$ cat src/rtl/conv_acc_pkg.sv
// rtl/conv_acc_pkg.sv - shared widths and helpers for the conv write-side packer
//
// Purpose: default slice/word widths, keep-width constant and the slice
// counter width helper used by packer and its holding register.
package conv_acc_pkg;

  localparam int DEF_IN_WIDTH   = 64;
  localparam int DEF_OUT_WIDTH  = 512;
  localparam int DEF_KEEP_WIDTH = DEF_OUT_WIDTH / 8;

  // Counter must hold 0..max_cnt-1; never narrower than one bit.
  function automatic int cnt_width(input int max_cnt);
    return (max_cnt <= 2) ? 1 : $clog2(max_cnt);
  endfunction

endpackage

$ cat src/rtl/packer_out_reg.sv
// rtl/packer_out_reg.sv - single-entry valid/ready holding register for data/keep/last
//
// Purpose: holds one stream word and presents it until the consumer takes it.
// Ports:
//   clk, rst_n                  clock, asynchronous active-low reset
//   load                        capture load_data/keep/last (caller checks ready)
//   load_data/keep/last         word to capture
//   ready                       register is empty or drains this cycle
//   out_data/keep/last/valid    held word toward the consumer
//   out_ready                   consumer accepts the word
module packer_out_reg #(
  parameter int DATA_W = 512,
  parameter int KEEP_W = DATA_W / 8
) (
  input  logic              clk,
  input  logic              rst_n,
  input  logic              load,
  input  logic [DATA_W-1:0] load_data,
  input  logic [KEEP_W-1:0] load_keep,
  input  logic              load_last,
  output logic              ready,
  output logic [DATA_W-1:0] out_data,
  output logic [KEEP_W-1:0] out_keep,
  output logic              out_last,
  output logic              out_valid,
  input  logic              out_ready
);

  assign ready = !out_valid || out_ready;

  // Fields change only on load, so a stalled word stays stable.
  always_ff @(posedge clk or negedge rst_n) begin
    if (!rst_n) begin
      out_data  <= '0;
      out_keep  <= '0;
      out_last  <= 1'b0;
      out_valid <= 1'b0;
    end else if (load) begin
      out_data  <= load_data;
      out_keep  <= load_keep;
      out_last  <= load_last;
      out_valid <= 1'b1;
    end else if (out_ready) begin
      out_valid <= 1'b0;
    end
  end

endmodule

$ cat src/rtl/packer.sv
// rtl/packer.sv - gathers datapath slices into wide stream words with keep/last
//
// Purpose: slice k of a word lands in bits [k*IN_WIDTH +: IN_WIDTH]; a word is
// emitted when full or when in_last closes the frame (zero padded, keep mask).
// Ports:
//   clk, rst_n                         clock, asynchronous active-low reset
//   in_data/in_valid/in_last/in_ready  slice stream from the datapath
//   out_data/out_keep/out_last         packed word and byte enables
//   out_valid/out_ready                word handshake toward memory
//   busy                               partial word held or word pending
module packer
  import conv_acc_pkg::*;
#(
  parameter int IN_WIDTH  = DEF_IN_WIDTH,
  parameter int OUT_WIDTH = DEF_OUT_WIDTH,
  parameter int MAX_CNT   = OUT_WIDTH / IN_WIDTH
) (
  input  logic                   clk,
  input  logic                   rst_n,
  input  logic [IN_WIDTH-1:0]    in_data,
  input  logic                   in_valid,
  input  logic                   in_last,
  output logic                   in_ready,
  output logic [OUT_WIDTH-1:0]   out_data,
  output logic [OUT_WIDTH/8-1:0] out_keep,
  output logic                   out_last,
  output logic                   out_valid,
  input  logic                   out_ready,
  output logic                   busy
);

  localparam int CW  = cnt_width(MAX_CNT);
  localparam int KW  = OUT_WIDTH / 8;
  localparam int SKW = IN_WIDTH / 8;

  logic [CW-1:0]        cnt;
  logic [OUT_WIDTH-1:0] asm_data;
  logic [KW-1:0]        asm_keep;
  logic                 ready_en;   // holds in_ready low for the first cycle out of reset
  logic                 oreg_ready;

  logic                 accept;
  logic                 complete;
  logic [OUT_WIDTH-1:0] word_data;
  logic [KW-1:0]        word_keep;

  // Conservative backpressure: stall on any pending undrained word, even when
  // the next slice would not complete one.
  assign in_ready = ready_en && oreg_ready;
  assign accept   = in_valid && in_ready;
  assign complete = accept && ((cnt == CW'(MAX_CNT - 1)) || in_last);
  assign busy     = (cnt != '0) || out_valid;

  // Assembly contents merged with the slice being accepted now. Slices not yet
  // written are already zero with keep clear, which gives the flush padding.
  always_comb begin
    word_data = asm_data;
    word_keep = asm_keep;
    word_data[cnt*IN_WIDTH +: IN_WIDTH] = in_data;
    word_keep[cnt*SKW +: SKW]           = {SKW{1'b1}};
  end

  always_ff @(posedge clk or negedge rst_n) begin
    if (!rst_n) begin
      ready_en <= 1'b0;
      cnt      <= '0;
      asm_data <= '0;
      asm_keep <= '0;
    end else begin
      ready_en <= 1'b1;
      if (accept) begin
        if (complete) begin
          cnt      <= '0;
          asm_data <= '0;
          asm_keep <= '0;
        end else begin
          cnt      <= cnt + CW'(1);
          asm_data <= word_data;
          asm_keep <= word_keep;
        end
      end
    end
  end

  packer_out_reg #(
    .DATA_W (OUT_WIDTH),
    .KEEP_W (KW)
  ) u_out_reg (
    .clk       (clk),
    .rst_n     (rst_n),
    .load      (complete),
    .load_data (word_data),
    .load_keep (word_keep),
    .load_last (in_last),
    .ready     (oreg_ready),
    .out_data  (out_data),
    .out_keep  (out_keep),
    .out_last  (out_last),
    .out_valid (out_valid),
    .out_ready (out_ready)
  );

endmodule

$ cat config.mk
export PLATFORM = sky130hd
export DESIGN_NAME = packer
export DESIGN_NICKNAME = d
export VERILOG_FILES = /design/src/rtl/conv_acc_pkg.sv /design/src/rtl/packer_out_reg.sv /design/src/rtl/packer.sv
export SDC_FILE = /design/constraint.sdc
export NUM_CORES = 2
export LEC_CHECK = 0
export BUFFER_PORTS_ARGS = -buffer_cell sky130_fd_sc_hd__buf_2
export CORE_MARGIN = 2
export CORE_UTILIZATION = 55
export DETAILED_ROUTE_END_ITERATION = 6
export GPL_TIMING_DRIVEN = 1
export PLACE_DENSITY_LB_ADDON = 0.05
export SLEW_MARGIN = 15
export SYNTH_ARGS = -nofsm -noshare
export SYNTH_HDL_FRONTEND = slang
export SYNTH_SLANG_ARGS = --single-unit
export TNS_END_PERCENT = 5
$ cat constraint.sdc
create_clock -name clk -period 3.85 [get_ports clk]
set_input_delay 0.5775 -clock clk [delete_from_list [all_inputs] [get_ports clk]]
set_output_delay 0.5775 -clock clk [all_outputs]
set_load 0.02 [all_outputs]
==> load_flow_metrics.sql <==
INSERT INTO impl_metrics (metric_group, metric, value, unit) VALUES
('floorplan', 'floorplan.core_area', '83800', 'um^2'),
('clock_network', 'clock-root-buffer', 'sky130_fd_sc_hd__clkbuf_16', ''),
('setup_path', 'worstPathBufferInverterCount', '3', ''),
('timing', 'final.period_utilization', '89.2', '%'),
('floorplan', 'top_level_pins', '649', ''),
('route', 'via_per_inst', '6.42', ''),
('setup_path', 'worstPathCellList', 'inv_1, ha_1, ha_1, inv_1, nand3_4, buf_12, nor2_1, o21a_1', ''),
('setup_path', 'crit_path_max_fo', '24', ''),
('setup_path', 'timing_worst_setup_path_type', 'reg2reg', ''),
('logic_synthesis', 'mapped_area', '46600', 'um^2'),
('timing', 'slew_headroom', '30.8', '%'),
('logic_synthesis', 'synthesis.area_per_instance', '11.0', 'um^2'),
('clock_network', 'clock_path_buffers', '3', ''),
('clock_network', 'postCtsSetupRepairBufs', '0', ''),
('route', 'routed_wl', '158000', 'um'),
('power_and_ir_drop', 'internal_power', '23500', 'uW'),
('final_layout', 'flow.area_growth_from_synthesis', '18.9', '%'),
('global_route', 'grt_start_max_net_pins', '127', ''),
('final_layout', 'area_used_by_multi_input_combinational_logic', '16000', 'um^2'),
('logic_synthesis', 'syn-num-nets', '4326', ''),
('global_route', 'grtUsageTotal', '36.0', '%'),
('route', 'post_route_drc_violation_count', '0', ''),
('final_layout', 'post_route_cells_drive_above_1_share', '22.2', '%'),
('floorplan', 'die-area', '87100', 'um^2'),
('logic_synthesis', 'post_synth_num_cell_types', '41', ''),
('power_and_ir_drop', 'p_leak', '0.0254', 'uW'),
('clock_network', 'cts_resized', '0', ''),
('clock_network', 'cts_num_sinks', '1158', ''),
('timing', 'final_hold_violating_endpoints', '0', ''),
('run_status', 'outcome', 'completed', ''),
('floorplan', 'die_w', '295', 'um'),
('setup_path', 'worst_setup_path_start_kind', 'flop', ''),
('logic_synthesis', 'number_of_synthesized_flops_with_an_enable_pin', '0', ''),
('placed_design', 'dp_hpwl', '100000', 'um'),
('timing', 'fin_worst_hold_slack', '180', 'ps'),
('timing', 'setup_total_neg_slack', '0', 'ps'),
('timing', 'max_clock_freq', '0.291', 'GHz'),
('timing', 'final_max_slew_viol_count', '0', ''),
('clock_network', 'total_cts_buffers', '119', ''),
('global_route', 'globalRouteOverflowTotal', '0', ''),
('logic_synthesis', 'synth-seq-cells', '1158', ''),
('floorplan', 'fp.dieH', '295', 'um'),
('setup_path', 'critical-path-top-delay-family', 'buffers and inverters', ''),
('setup_path', 'arrival', '4060', 'ps'),
('setup_path', 'cp_data_required_time', '4470', 'ps'),
('final_layout', 'seq_area', '29000', 'um^2'),
('route', 'via_count', '38036', ''),
('final_layout', 'num-fill-cells', '6737', ''),
('setup_path', 'worst_setup_path_end_kind', 'flop', ''),
('power_and_ir_drop', 'pwr-share-seq', '43.6', '%'),
('final_layout', 'finish.instance_area', '55400', 'um^2'),
('floorplan', 'std_cell_rows', '106', ''),
('timing', 'grt_setup_unrepaired', 'no', ''),
('timing', 'worst_pin_slew', '1040', 'ps'),
('job', 'maxCapViolations', '0', ''),
('placed_design', 'cell_area_after_placement', '51300', 'um^2'),
('route', 'wl_per_cell', '26.7', 'um'),
('worst_hold_path', 'worst_hold_path_type', 'in2reg', ''),
('global_route', 'number_of_global_route_vias_before_repair', '36398', ''),
('final_layout', 'fin_util', '66.1', '%'),
('clock_network', 'cts.htree.levels', '3', ''),
('placed_design', 'place_congestion', '0.844', ''),
('clock_network', 'cts.clk_slew.worst_paths', '70', 'ps'),
('route', 'drt-pass1-iter-count', '6', ''),
('timing', 'finClkSkew', '22.5', 'ps'),
('floorplan', 'start_util', '55.6', '%'),
('power_and_ir_drop', 'power.switching_fraction', '33.3', '%'),
('final_layout', 'most_common_cell_after_layout_fill_and_taps_aside', 'sky130_fd_sc_hd__dfrtp_1', ''),
('logic_synthesis', 'synth_cells', '4250', ''),
('logic_synthesis', 'yosys_warnings', '0', ''),
('power_and_ir_drop', 'pwr-share-comb', '22.4', '%');
==> cells in the mapped netlist, types with 14 or more instances <==
cell                           n  area share (%)
sky130_fd_sc_hd__o211ai_1     68             1.1
sky130_fd_sc_hd__nand3_1     172             1.8
sky130_fd_sc_hd__o2bb2ai_1   136             2.6
sky130_fd_sc_hd__dfrtp_1    1158              62
sky130_fd_sc_hd__o21a_1      116             1.9
sky130_fd_sc_hd__a221oi_1    120             2.3
sky130_fd_sc_hd__mux2i_1      64             1.4
sky130_fd_sc_hd__buf_1        47            0.38
sky130_fd_sc_hd__a21oi_1     444             4.8
sky130_fd_sc_hd__a32o_1      128             2.7
sky130_fd_sc_hd__buf_2        14            0.15
sky130_fd_sc_hd__nand2_1     291             2.3
sky130_fd_sc_hd__a31oi_1      70            0.94
sky130_fd_sc_hd__nor2_1      612             4.9
sky130_fd_sc_hd__or2_2        36            0.48
sky130_fd_sc_hd__o22a_1       64             1.2
sky130_fd_sc_hd__clkbuf_1    404             3.3
sky130_fd_sc_hd__a22o_1      249             4.7
==> per-layer routing <==
| metal | global-route usage, % | share of wire (%) | routed length (um) | vias up |
|---|---|---|---|---|
| met5 | 0 | 0.018 | 28 | - |
| met2 | 54.0 | 45 | 71900 | 1949 |
| met1 | 50.8 | 41 | 64200 | 19536 |
| li1 | - | - | - | 16222 |
| met3 | 7.58 | 9.1 | 14400 | 323 |
| met4 | 16.1 | 4.8 | 7580 | 6 |
==> sequential cells by signal, indices dropped and copies added (netlist names) <==
| register | flops |
|---|---|
| u_out_reg.out_last | 1 |
| asm_keep | 64 |
| ready_en | 1 |
| asm_data | 512 |
| u_out_reg.out_valid | 1 |
| cnt | 3 |
| u_out_reg.out_data | 512 |
| u_out_reg.out_keep | 64 |
==> metrics by stage <==
stage / total power, uW / std cells / setup slack (ps)
6_report: 35200 / 5929 / 417
5_1_grt: 36500 / 5928 / 210
4_1_cts: 35300 / 5923 / 437
3_5_place_dp: 23400 / 5699 / 470
3_3_place_gp: 23300 / 5699 / 591
2_1_floorplan: 19700 / 4250 / 1010
==> worst register-to-register path, stage by stage, from the launching register on <==
cell	delay, ps
sky130_fd_sc_hd__dfrtp_1	550
sky130_fd_sc_hd__inv_1	180
sky130_fd_sc_hd__ha_1	240
sky130_fd_sc_hd__ha_1	500
sky130_fd_sc_hd__inv_1	430
sky130_fd_sc_hd__nand3_4	490
sky130_fd_sc_hd__buf_12	350
sky130_fd_sc_hd__nor2_1	440
sky130_fd_sc_hd__o21a_1	180
==> path summary, 6_finish.rpt <==
kind | startpoint | end | slack, ps | depth (start not counted)
worst max-delay path | cnt[1] | asm_keep[56] | 420 | 8
worst min-delay path | in_last | u_out_reg.out_last | 180 | 2
worst max register to register | cnt[1] | asm_keep[56] | 420 | 8
worst min register to register | u_out_reg.out_data[80] | u_out_reg.out_data[80] | 480 | 1
max in group asynchronous | rst_n | asm_data[126] | 2140 | 4
min in group asynchronous | rst_n | u_out_reg.out_keep[38] | 450 | 2
==> power by group through the flow <==
stage | registers, uW | clock network (uW) | logic (uW)
final | 15400 | 12000 | 7880
after global placement | 15500 | 0 | 7760
after detailed placement | 15500 | 0 | 7880
after floorplan | 16800 | 0 | 2950
after CTS | 15300 | 12000 | 7910
after global routing | 15500 | 12600 | 8450
==> cells by family after synthesis <==
family                   after synthesis  share of synthesized area, %
AO/OA/AOI/OAI                       1409                          22.3
flip-flops                          1158                          62.2
AND/OR/NAND/NOR                     1135                          9.95
buffers and inverters                476                          3.98
multiplexers                          64                          1.37
adder cells (fa/ha/maj)                7                         0.188
other                                  1                       0.00805
==> area by class of cell <==
type                    count  area share, %
clock buffers             178           6.52
multi-input cells        2616           29.0
repair buffers            788           8.70
diodes                      6         0.0271
clock inverters            45          0.897
flip-flops and latches   1158           52.3
inverters                   4         0.0271
well taps                1134           2.56
==> repair_timing <==
action,in CTS,in global routing
hold endpoints to repair,55,0
hold buffers,1,0
setup endpoints to repair,0,0
Power figures use the tool's default switching activity.
